==> src/rtl/dmem_arb_pkg.sv <==
// Shared types for the data-memory arbiter: read-return states, owner encoding,
// default widths and the helper that maps a granted access to its read-return state.
package dmem_arb_pkg;

    localparam int DEF_ADDRESS_LINE  = 8;
    localparam int DEF_DATA_WIDTH    = 8;
    localparam int DEF_DATA_MEM_SIZE = 256;
    localparam int DEF_STARVE_LIMIT  = 4;

    typedef enum logic [2:0] {
        R_NONE      = 3'd0,
        R_CORE      = 3'd1,
        R_EXT       = 3'd2,
        R_ZERO_CORE = 3'd3,
        R_ZERO_EXT  = 3'd4
    } rret_state_e;

    typedef enum logic [1:0] {
        OWN_NONE = 2'd0,
        OWN_CORE = 2'd1,
        OWN_EXT  = 2'd2
    } owner_e;

    // Out-of-range reads still return a beat, but it carries zero instead of memory data.
    function automatic rret_state_e next_ret_state(input owner_e owner,
                                                   input logic   is_read,
                                                   input logic   in_range);
        rret_state_e st;
        st = R_NONE;
        if (is_read) begin
            case (owner)
                OWN_CORE: st = in_range ? R_CORE : R_ZERO_CORE;
                OWN_EXT:  st = in_range ? R_EXT  : R_ZERO_EXT;
                default:  st = R_NONE;
            endcase
        end else begin
            st = R_NONE;
        end
        return st;
    endfunction

endpackage

==> src/rtl/dmem_arb_starve_ctr.sv <==
// Saturating starvation counter for the ext port; o_sat flags that ext has waited
// LIMIT consecutive cycles and must win the next contended cycle.
module dmem_arb_starve_ctr #(
    parameter int LIMIT = 4,
    parameter int CNT_W = $clog2(LIMIT + 1)
) (
    input  logic clock,
    input  logic reset,
    input  logic i_inc,
    input  logic i_clr,
    output logic o_sat
);

    logic [CNT_W-1:0] r_count;

    // Count losing cycles, hold at the limit, clear when ext is served or withdraws.
    always_ff @(posedge clock) begin
        if (!reset) begin
            r_count <= '0;
        end else if (i_clr) begin
            r_count <= '0;
        end else if (i_inc && !o_sat) begin
            r_count <= r_count + CNT_W'(1);
        end else begin
            r_count <= r_count;
        end
    end

    assign o_sat = (r_count == CNT_W'(LIMIT));

endmodule

==> src/rtl/dmem_arbiter.sv <==
// Arbitrates the single-port data memory between the MEM stage and the ext requester.
// Optional fairness for the ext port is enabled by defining DMEM_ARB_FAIR_EN.
module dmem_arbiter
    import dmem_arb_pkg::*;
#(
    parameter int ADDRESS_LINE  = DEF_ADDRESS_LINE,
    parameter int DATA_WIDTH    = DEF_DATA_WIDTH,
    parameter int DATA_MEM_SIZE = DEF_DATA_MEM_SIZE,
    parameter int STARVE_LIMIT  = DEF_STARVE_LIMIT
) (
    input  logic                    clock,
    input  logic                    reset,
    input  logic                    core_req,
    input  logic                    core_we,
    input  logic [ADDRESS_LINE-1:0] core_addr,
    input  logic [DATA_WIDTH-1:0]   core_wdata,
    output logic                    core_stall,
    output logic                    core_rvalid,
    output logic [DATA_WIDTH-1:0]   core_rdata,
    input  logic                    ext_valid,
    output logic                    ext_ready,
    input  logic                    ext_we,
    input  logic [ADDRESS_LINE-1:0] ext_addr,
    input  logic [DATA_WIDTH-1:0]   ext_wdata,
    output logic                    ext_rvalid,
    output logic [DATA_WIDTH-1:0]   ext_rdata,
    output logic                    mem_en,
    output logic                    mem_we,
    output logic [ADDRESS_LINE-1:0] mem_addr,
    output logic [DATA_WIDTH-1:0]   mem_wdata,
    input  logic [DATA_WIDTH-1:0]   mem_rdata
);

    // One extra bit so a size equal to 2**ADDRESS_LINE is representable.
    localparam logic [ADDRESS_LINE:0] MEM_LIMIT = (ADDRESS_LINE + 1)'(DATA_MEM_SIZE);

    logic                    w_core_grant;
    logic                    w_ext_grant;
    logic                    w_starve_sat;
    owner_e                  w_owner;
    logic [ADDRESS_LINE-1:0] w_win_addr;
    logic [DATA_WIDTH-1:0]   w_win_wdata;
    logic                    w_win_we;
    logic                    w_win_oor;
    rret_state_e             r_rstate;
    rret_state_e             w_rstate_nxt;

`ifdef DMEM_ARB_FAIR_EN
    dmem_arb_starve_ctr #(
        .LIMIT (STARVE_LIMIT)
    ) u_starve_ctr (
        .clock (clock),
        .reset (reset),
        .i_inc (ext_valid & ~w_ext_grant),
        .i_clr (~ext_valid | w_ext_grant),
        .o_sat (w_starve_sat)
    );
`else
    logic w_unused_limit;
    assign w_unused_limit = (STARVE_LIMIT != 0);
    assign w_starve_sat   = 1'b0;
`endif

    // Pick at most one owner; core wins unless a starved ext request claims the cycle.
    always_comb begin
        w_core_grant = 1'b0;
        w_ext_grant  = 1'b0;
        w_owner      = OWN_NONE;
        if (!reset) begin
            w_owner = OWN_NONE;
        end else if (ext_valid && (!core_req || w_starve_sat)) begin
            w_ext_grant = 1'b1;
            w_owner     = OWN_EXT;
        end else if (core_req) begin
            w_core_grant = 1'b1;
            w_owner      = OWN_CORE;
        end else begin
            w_owner = OWN_NONE;
        end
    end

    // Route the winner's request fields toward the memory.
    always_comb begin
        w_win_addr  = '0;
        w_win_wdata = '0;
        w_win_we    = 1'b0;
        case (w_owner)
            OWN_CORE: begin
                w_win_addr  = core_addr;
                w_win_wdata = core_wdata;
                w_win_we    = core_we;
            end
            OWN_EXT: begin
                w_win_addr  = ext_addr;
                w_win_wdata = ext_wdata;
                w_win_we    = ext_we;
            end
            default: begin
                w_win_addr  = '0;
                w_win_wdata = '0;
                w_win_we    = 1'b0;
            end
        endcase
    end

    assign w_win_oor  = ({1'b0, w_win_addr} >= MEM_LIMIT);
    assign mem_en     = (w_owner != OWN_NONE) && !w_win_oor;
    assign mem_we     = mem_en && w_win_we;
    assign mem_addr   = w_win_addr;
    assign mem_wdata  = w_win_wdata;
    assign core_stall = reset && core_req && !w_core_grant;
    assign ext_ready  = w_ext_grant;

    // Read-return state register; reset drops any pending return beat.
    always_ff @(posedge clock) begin
        if (!reset) begin
            r_rstate <= R_NONE;
        end else begin
            r_rstate <= w_rstate_nxt;
        end
    end

    // Next read-return state from this cycle's granted access.
    always_comb begin
        w_rstate_nxt = R_NONE;
        w_rstate_nxt = next_ret_state(w_owner, !w_win_we, !w_win_oor);
    end

    // Steer the returning read beat to the port that issued it.
    always_comb begin
        core_rvalid = 1'b0;
        ext_rvalid  = 1'b0;
        core_rdata  = '0;
        ext_rdata   = '0;
        if (reset) begin
            case (r_rstate)
                R_CORE: begin
                    core_rvalid = 1'b1;
                    core_rdata  = mem_rdata;
                end
                R_EXT: begin
                    ext_rvalid = 1'b1;
                    ext_rdata  = mem_rdata;
                end
                R_ZERO_CORE: core_rvalid = 1'b1;
                R_ZERO_EXT:  ext_rvalid  = 1'b1;
                default: begin
                    core_rvalid = 1'b0;
                    ext_rvalid  = 1'b0;
                end
            endcase
        end else begin
            core_rvalid = 1'b0;
            ext_rvalid  = 1'b0;
        end
    end

endmodule

==> config.mk <==
export PLATFORM = sky130hd
export DESIGN_NAME = dmem_arbiter
export DESIGN_NICKNAME = d
export VERILOG_FILES = /design/src/rtl/dmem_arb_pkg.sv /design/src/rtl/dmem_arb_starve_ctr.sv /design/src/rtl/dmem_arbiter.sv
export SDC_FILE = /design/constraint.sdc
export NUM_CORES = 1
export LEC_CHECK = 0
export ABC_AREA = 1
export CORE_MARGIN = 4
export CORE_UTILIZATION = 19
export CTS_BUF_LIST = sky130_fd_sc_hd__clkbuf_8
export CTS_CLUSTER_SIZE = 16
export DETAILED_ROUTE_END_ITERATION = 8
export PLACE_DENSITY_LB_ADDON = 0.15
export SLEW_MARGIN = 15
export SYNTH_ARGS = -nofsm -noshare
export SYNTH_HDL_FRONTEND = slang
export SYNTH_HIERARCHICAL = 1
export SYNTH_SLANG_ARGS = --single-unit
==> constraint.sdc <==
create_clock -name clock -period 0.84 [get_ports clock]
set_input_delay 0.168 -clock clock [delete_from_list [all_inputs] [get_ports clock]]
set_output_delay 0.168 -clock clock [all_outputs]
set_load 0.03 [all_outputs]
==> results.toml, run 1 <==
[synth]
ys_seq_area_share_pct = 9.52
synth_ff_type = "dfxtp_1"
syn_avg_cell_area_sq_um = 4.29
synth.area.top_cells = "nand2_1, nor2_1, inv_1, dfxtp_1, buf_4"
synth_common_cells = "nand2_1, nor2_1, inv_1"
yosysWarnings = 6
netlist-cell-type-count = 10
synth_edf_count = 0
synth_top_area_share_pct = 49.1
synth-seq-cells = 2
synth_fp_nets = 144
synthArstFlopShare_pct = 0
syn_area_sq_um = 420
yosysMostFrequentCell = "nand2_1"
syn_inst = 98
synth_top_area_cell = "nand2_1"

[place]
gp_congestion = 0.698
hpwl_um = 2170
post-place-cells = 212
preCtsSetupSlack_ns = -0.831
port_buffers = 82

[clock_network]
htreeDepth = 1
cts_hold_buf = 0
cts-buffers-inserted = 3
clockBufferDepth = 2
cts.sinks = 2
clock-root-buffer = "clkbuf_8"

[run_status]
status = "did not finish"
haltStage = "5_1_grt"
first-error = "[ERROR DPL-0033] detailed placement checks failed during check placement."

[floorplan]
start_util_pct = 20.8
rows = 16
die_w_um = 55.0
die_y_um = 55.0
ios = 84

[timing]
worst_endpoint = "ext_rdata[3]"
worst_endpoint_kind = "top-level output"

[grt]
grt_max_degree = 10
antenna_found_initial = 0
## what timing repair did
item                       CTS
pin swaps                   18
buffers inserted             4
setup endpoints to repair   39
cloned                       2
gates resized for setup     79
## kinds of logic after synthesis
| kind of cell | synth area share [%] |
|---|---|
| other | 0.892 |
| AND/OR/NAND/NOR | 69.0 |
| flip-flops | 9.52 |
| buffers and inverters | 20.5 |
## per-stage QoR
step	instance area, sq um	util [%]
floorplan	776	-
global placement	1580	78.3
detailed placement	1580	78.3
CTS	1890	93.4
==> run 2: changes to the inputs <==
--- a/config.mk
+++ b/config.mk
@@ -6,11 +6,9 @@
 export NUM_CORES = 1
 export LEC_CHECK = 0
 export ABC_AREA = 1
-export CORE_MARGIN = 4
-export CORE_UTILIZATION = 19
-export CTS_BUF_LIST = sky130_fd_sc_hd__clkbuf_8
-export CTS_CLUSTER_SIZE = 16
+export CORE_AREA = 4 4 65 67
 export DETAILED_ROUTE_END_ITERATION = 8
+export DIE_AREA = 0 0 69 71
 export PLACE_DENSITY_LB_ADDON = 0.15
 export SLEW_MARGIN = 15
 export SYNTH_ARGS = -nofsm -noshare
==> results.toml, run 2 <==
[clock_network]
cts-buffers-inserted = 3
cts.sinks = 2
cts_tree = "built"
clk_transition_reported_paths_ns = 0.03
clockBufferDepth = 2
clock-root-buffer = "clkbuf_8"
htreeDepth = 1

[route]
drt_iter0_drc = 21
via_count = 945
vias_per_cell = 3.89
wl_um = 2940
remaining_drc_errors = 0
first_pass_iters = 4
drt-wirelength-per-cell_um = 12.1
postRouteAntennaNets = 0

[synth]
synth_top_area_cell = "nand2_1"
synth_edf_count = 0
netlist-cell-type-count = 10
yosysWarnings = 6
synthArstFlopShare_pct = 0
syn_inst = 98
synth.area.top_cells = "nand2_1, nor2_1, inv_1, dfxtp_1, buf_4"
ys_seq_area_share_pct = 9.52
syn_area_sq_um = 420
synth_fp_nets = 144
synth_ff_type = "dfxtp_1"
yosysMostFrequentCell = "nand2_1"
synth_common_cells = "nand2_1, nor2_1, inv_1"
syn_avg_cell_area_sq_um = 4.29
synth_top_area_share_pct = 49.1
synth-seq-cells = 2

[cells_and_area]
fin_util_pct = 55.3
syn2layout_area_growth_pct = 378
reg_top3 = "r_rstate: 2 flops"
fin_nets = 243
top_register = "r_rstate"
layout_common_cells = "buf_6, nand2_2, nand2_4, clkdlybuf4s50_1, nor2_4"
drive_above_1_share_pct = 67.7
n_antenna_cell = 0
final_common_cell = "buf_6"
largest_register_ffs = 2
final_cells = 243

[hold_path]
min_path_type = "input port to flip-flop"
hold_depth = 4

[timing]
hold_ws_ns = 0.238
report.final.hold_viol_count = 0
min_period_ns = 1.28
rsz0062_at_grt = "yes"
finalSetupTns_ns = -11.27
setup_viol = 37
drv_slew = 0
fmax_mhz = 778
worst_slack_ns = -0.445
timing.final.crit_share_pct = 153

[place]
port_buffers = 82
gp_congestion = 0.735
hpwl_um = 2170
post-place-cells = 233

[setup_path]
crit_chain = "nor2_4 > nand2_8 > nor2_4 > buf_6"
critPathLaunchType = "flip-flop"
cpPeakStageDelay_ns = 0.35
worstSetupPathType = "flip-flop to output pin"
crit_path_end_kind = "output pin"
crit_cells = 4
worst-endpoint-arrival_ns = 1.12
crit_family = "simple AND/OR/NAND/NOR gates"
required_ns = 0.67
crit_top_cell = "nor2_4"
critPathBufInv = 1
path_max_fanout = 5
cpMaxStageDelayCell = "dfxtp_4"

[floorplan]
die-area_sq_um = 4900
die_w_um = 69
rows = 22
core-area_sq_um = 3630
die_y_um = 71
ios = 84
start_util_pct = 11.6

[grt]
grt_pass1_vias = 998
grt_pass1_wl_um = 4660
grt_max_degree = 10
grtUsageTotal_pct = 11.7
antenna_found_initial = 0
overflow = 0

[job]
cap_violations = 0

[run_status]
status = "finished with violations"
violations = "setup timing"

[power]
vdd_drop_max_uv = 567
p_leak_nw = 1.03
p_per_area_nw_per_um2 = 684
finalPower_mw = 1.37
==> run 2: cell counts after synthesis <==
No cell type changed its count.
==> run 2: logic make-up after synthesis <==
kind of cell / share of synthesized area (%)
AND/OR/NAND/NOR: 69.0
buffers and inverters: 20.5
other: 0.892
flip-flops: 9.52
==> run 2: stage by stage <==
stage | setup WS [ns] | instance area [sq um]
2_1_floorplan | -0.190 | 776
3_5_place_dp | -0.914 | 1600
4_1_cts | -0.463 | 1960
6_report | -0.445 | 2010
3_3_place_gp | -0.884 | 1600
5_1_grt | -0.507 | 2010
==> run 2: per-layer routing <==
metal / routed length, um / global-route usage (%) / vias to the layer above
met1: 1030 / 11.6 / 423
met5: 0 / 0 / -
li1: - / - / 478
met2: 1660 / 23.2 / 40
met4: 41 / 3.90 / 0
met3: 213 / 3.27 / 4
==> run 2: report_power, final <==
group / switching, mW / internal, mW
clock: 0.0909 / 0.304
sequential: 0.00519 / 0.0992
combinational: 0.440 / 0.434
total: 0.537 / 0.838
==> run 2: final cells by class <==
class	count	area, sq um
multi-input combinational	78	712
clock buffer	3	41.3
inverter	16	87.6
fill	325	1630
timing repair buffer	95	1050
timing repair inverter	1	7.51
tap	48	60.1
sequential	2	45.0
==> run 2: timing repair <==
action,4_1_cts,5_1_grt
gates resized for setup,98,26
pin swaps,27,12
setup buffers,6,1
endpoints found under the setup margin,39,37
cloned,3,0
hold buffers,0,0
==> run 2: final timing paths <==
kind,start,to,slack [ns]
worst max-delay path,r_rstate[0],ext_rdata[0],-0.44
worst min-delay path,ext_we,r_rstate[1],0.24
==> run 2: tightest hold or removal path: cells and delay by family <==
family / cells / cell delay (ns)
buffers and inverters: 3 / 0.18
and+or+nand+nor: 1 / 0.07
Note: power is estimated with default switching activity, not from simulation.
==> patch 1: new RTL, flow settings as in run 2 <==
Add a define of `DMEM_ARB_FAIR_EN`.
--- a/src/rtl/dmem_arbiter.sv
+++ b/src/rtl/dmem_arbiter.sv
@@ -1,5 +1,7 @@
 // Arbitrates the single-port data memory between the MEM stage and the ext requester.
 // Optional fairness for the ext port is enabled by defining DMEM_ARB_FAIR_EN.
+`define DMEM_ARB_FAIR_EN
+
 module dmem_arbiter
     import dmem_arb_pkg::*;
 #(
Behaviour: not the same (Yosys sat finds a counterexample within 10 cycles, from zero or initial values).
==> patch 1 against run 2 <==
  * The flow still finishes with violations (setup timing)
  * Non-clock buffer count up 25
  * Power up 26%
  * Area after synthesis grew 88%
  * Final cell count is 28% higher
  * Setup slack got worse by 0.78 ns
  * Count of clock-buffer cells in the layout is 1 higher
  * Via count up 40%
  * Global-route usage grew 3.7 points
  * Synthesized cell count up 50%
  * Routed wire length up 32%
  * Design area increased by 37%
  * Sequential cell count is 3 higher
  * Largest power group unchanged
  * Highest routed layer unchanged
==> patch 1: results (changes against run 2) <==
[route]
drtPass1Iterations=3  ; -1
vias=1324  ; +40%
wl_per_cell_um=12.5  ; +2.9%
drt_iter0_drc=14  ; -33%

[yosys]
synth_fa_ha_area_share_pct=11.1  ; +11 points
yosysUniqueCellTypes=15  ; +5
synth_compound_area_share_pct=12.5  ; +13 points
synth-seq-area-share_pct=12.7  ; +3.2 points
syn_nets=200  ; +39%
synthTopCellsByCount=nand2_1 (45), nor2_1 (28), inv_1 (26), a21oi_1 (18), ha_1 (7)
yosys_warnings=6  ; unchanged
synth_area_leaders=nand2_1 (21%), nor2_1 (13%), dfxtp_1 (13%)

[hold_path]
holdPathEnd=u_starve_ctr/r_count[1]
min_from=u_starve_ctr/r_count[1]
hp-class=flip-flop to flip-flop
holdPathStages=3  ; -1

[worst_setup_path]
crit_arrival_ns=1.90  ; +0.78 ns
max_stage_delay_ns=0.32  ; -0.03 ns
startpoint=u_starve_ctr/r_count[1]
crit_fanout=8  ; +3
cp_slowest_cell=dfxtp_2
crit_family=buffers and inverters

[place]
gp_congestion=0.780  ; +6.2%
pre_cts_ws_ns=-1.13  ; -0.219 ns
dpl_cell_area_um2=2100  ; +31%
hpwl_mm=2.63  ; +21%

[global_route]
use_met1_pct=19.1  ; +7.5 points
grt_max_degree=9  ; -1
grt_use_met2_pct=28.0  ; +4.8 points
grt_use_total_pct=15.4  ; +3.7 points
grt_pass1_wl_mm=6.31  ; +35%
gr-usage-met3_pct=2.98  ; -0.28 points

[layout]
final_nets=318  ; +31%
drive_gt1_share_pct=69.3  ; +1.6 points
top_regs=u_starve_ctr/r_count: 3 flops, r_rstate: 2 flops

[outcome]
violations=setup timing
outcome=finished, violations left

[timing]
tns_ns=-34.39  ; -23.12 ns
setup_viol_count_final=43  ; +16%
setup_slack_ns=-1.23  ; -0.782 ns
hold-worst-slack_ns=0.570  ; +0.332 ns

[pwr]
p_leak_nw=1.17  ; +13%
ir_drop_mv=0.589  ; +4.0%

[cts]
cts_buffers=3  ; unchanged

==> patch 1: cell count changes in the layout (fill, tap and decap cells not counted), moves of 4 or more <==
cell             before  now
clkdlybuf4s50_1      22   44
a21oi_4               0   16
buf_4                 4   19
dlygate4sd2_1        13    0
nand2_4              22   14
dlymetal6s2s_1        7    0
inv_2                 1    8
inv_1                10   16
nor2_1                1    7
buf_6                42   47
ha_4                  0    4
==> patch 1: per-layer routing <==
metal,part of all wire [%],vias to the layer above
met4,0.46,0
li1,-,669
met3,6.0,2
met2,52,50
met5,0,-
met1,41,603
==> patch 1: repair_timing <==
action,4_1_cts,5_1_grt
endpoints found under the setup margin,43,43
resized for setup,99,27
setup buffers,13,3
hold buffers,0,0
pin swaps,23,11
hold endpoints to repair,0,0
cloned,2,0
==> patch 1: worst min-delay path: cells and delay by family, from the launching register on <==
kind                   cells  cell delay, ns
AO/OA/AOI/OAI              1            0.03
buffers and inverters      1            0.11
flip-flops                 1            0.32
AND/OR/NAND/NOR            1            0.07
==> patch 1: worst max-delay path by stage <==
stage,end,cells after the start
floorplan,mem_addr[0],13
global placement,mem_we,11
detailed placement,mem_we,11
CTS,mem_wdata[0],14
global route,mem_wdata[2],14
finish,mem_wdata[5],14
==> patch 1: cell families (layout without fill, tap and decap cells) <==
| logic type | after synthesis | after routing |
|---|---|---|
| simple gates | 82 | 82 |
| buf+inv | 34 | 151 |
| compound gates | 19 | 19 |
| fa+ha+maj | 7 | 7 |
| flops | 5 | 5 |
==> patch 1: final cells by class <==
type | count | area [µm²]
Tap cell | 48 | 60.1
Fill cell | 270 | 891
Sequential cell | 5 | 105
Timing Repair Buffer | 120 | 1320
Clock buffer | 4 | 45.0
Inverter | 27 | 111
Multi-Input combinational cell | 108 | 1100
==> patch 1: through the flow <==
step	cells	utilization, %
2_1_floorplan	147	-
3_3_place_gp	292	57.7
3_5_place_dp	292	57.7
4_1_cts	310	72.8
5_1_grt	312	75.5
6_report	312	75.5
==> patch 1: power breakdown <==
| group | leakage (nW) | switching (W) | internal [W] | total [W] |
|---|---|---|---|---|
| Clock | 0.0228 | 0.000121 | 0.000326 | 0.000447 |
| Sequential | 0.0424 | 0.00000449 | 0.000248 | 0.000252 |
| Combinational | 1.11 | 0.000484 | 0.000553 | 0.00104 |
| Total | 1.17 | 0.000609 | 0.00113 | 0.00174 |
==> patch 2: new RTL, settings of run 2 <==
Without the edit above. Encoding of `rret_state_e`: now one-hot (5 bits for 5 states).
--- a/src/rtl/dmem_arb_pkg.sv
+++ b/src/rtl/dmem_arb_pkg.sv
@@ -7,12 +7,12 @@
     localparam int DEF_DATA_MEM_SIZE = 256;
     localparam int DEF_STARVE_LIMIT  = 4;
 
-    typedef enum logic [2:0] {
-        R_NONE      = 3'd0,
-        R_CORE      = 3'd1,
-        R_EXT       = 3'd2,
-        R_ZERO_CORE = 3'd3,
-        R_ZERO_EXT  = 3'd4
+    typedef enum logic [4:0] {
+        R_NONE      = 5'b00001,
+        R_CORE      = 5'b00010,
+        R_EXT       = 5'b00100,
+        R_ZERO_CORE = 5'b01000,
+        R_ZERO_EXT  = 5'b10000
     } rret_state_e;
 
     typedef enum logic [1:0] {
Function: same outputs for any inputs over 10 cycles, from zero or initial values; not proved beyond that.
==> patch 2 against run 2 <==
  * The flow still finishes with violations (setup timing)
  * Routed wire length is 3.8% lower
  * Sequential cell count is 1 higher
  * Power is 10% higher
  * Final cell count is 7.4% higher
  * Sequential power is 59% higher
  * Combinational power is 5.4% higher
  * Core utilization is 5.8 points higher
  * Setup slack worse by 0.014 ns
  * Clock power is 7.6% higher
  * Area after synthesis is 8.0% higher
  * Design area is 11% higher
  * First-iteration DRC count is 90% lower
  * Largest cell class unchanged
  * Highest routed layer unchanged
==> patch 2: results (changes against run 2) <==
[outcome]
outcome=finished, violations left
violations=setup timing

[global_route]
grt_use_total_pct=11.4  ; -0.34 points
grt_pass1_wl_mm=4.64  ; -0.45%
grt_pass1_vias=1080  ; +8.2%
grt_max_degree=9  ; -1

[yosys]
synthTopCellsByCount=nand2_1 (52), nor2_1 (19), inv_1 (14), nand3_1 (4), dfxtp_1 (3)
yosysUniqueCellTypes=11  ; +1
syn_nets=146  ; +1.4%
synth-seq-area-share_pct=13.2  ; +3.7 points
netlist_instances=100  ; +2.0%
yosys_warnings=6  ; unchanged

[route]
wl_per_cell_um=10.9  ; -10%
drtPass1Iterations=4  ; unchanged
wirelength_mm=2.83  ; -3.8%
drt_iter0_drc=2  ; -90%
vias=1022  ; +8.1%

[worst_setup_path]
cp_slowest_cell=dfxtp_2
max_stage_delay_ns=0.33  ; -0.02 ns
crit_fanout=8  ; +3
crit_family=flip-flops
startpoint=r_rstate[0]

[place]
hpwl_mm=2.20  ; +1.2%
gp_congestion=0.722  ; -1.8%
dpl_cell_area_um2=1680  ; +4.9%
dp_cells=239  ; +2.6%
pre_cts_ws_ns=-0.777  ; +0.137 ns

[layout]
drive_gt1_share_pct=70.9  ; +3.2 points
final_nets=260  ; +7.0%
diodes=0  ; unchanged

[timing]
setup_slack_ns=-0.458  ; -0.0136 ns
tns_ns=-13.57  ; -2.30 ns
setup_viol_count_final=37  ; unchanged

[cts]
cts_buffers=3  ; unchanged

[pwr]
p_leak_nw=1.11  ; +7.1%
ir_drop_mv=0.380  ; -33%

[patch 2: changes by cell type after synthesis]
cell      before  now
nand2_1       55   52
nand3_1        2    4
nand3b_2       0    1
dfxtp_1        2    3
nor2_1        18   19
[patch 2: timing repair]
| item | CTS | global route |
|---|---|---|
| cloned | 1 | 0 |
| setup buffers | 18 | 3 |
| endpoints found under the setup margin | 40 | 38 |
| gates resized for setup | 102 | 10 |
| pin swaps | 24 | 11 |
[patch 2: routing by layer]
metal	up-vias	GRT usage [%]	share of wire (%)	routed length, µm
met1	445	10.5	30	844
li1	518	-	-	-
met4	0	4.56	1.3	36
met2	55	23.1	60	1690
met5	-	0	0	0
met3	4	3.27	9.1	258
[patch 2: worst paths after layout]
| check | end | slack, ns | cells past startpoint |
|---|---|---|---|
| setup / recovery | ext_rdata[2] | -0.46 | 5 |
| hold / removal | r_rstate[2] | 0.44 | 5 |
[patch 2: area by class of cell]
| cell class | instances | area [µm²] | area share (%) |
|---|---|---|---|
| clock buffer | 4 | 45.0 | 2.03 |
| inverter | 16 | 82.6 | 3.72 |
| multi-input combinational | 78 | 729 | 32.9 |
| sequential | 3 | 63.8 | 2.87 |
| tap | 48 | 60.1 | 2.71 |
| timing repair buffer | 112 | 1240 | 55.8 |
[patch 2: power breakdown]
part | internal [W] | switching [W]
combinational | 0.000503 | 0.000419
clock | 0.000324 | 0.000101
sequential | 0.000154 | 0.0000115
[patch 2: kinds of logic after synthesis]
| logic type | Yosys count | synth area share (%) |
|---|---|---|
| flip-flops | 3 | 13.2 |
| buffers and inverters | 19 | 19.0 |
| other | 1 | 0.826 |
| AND/OR/NAND/NOR | 77 | 66.9 |
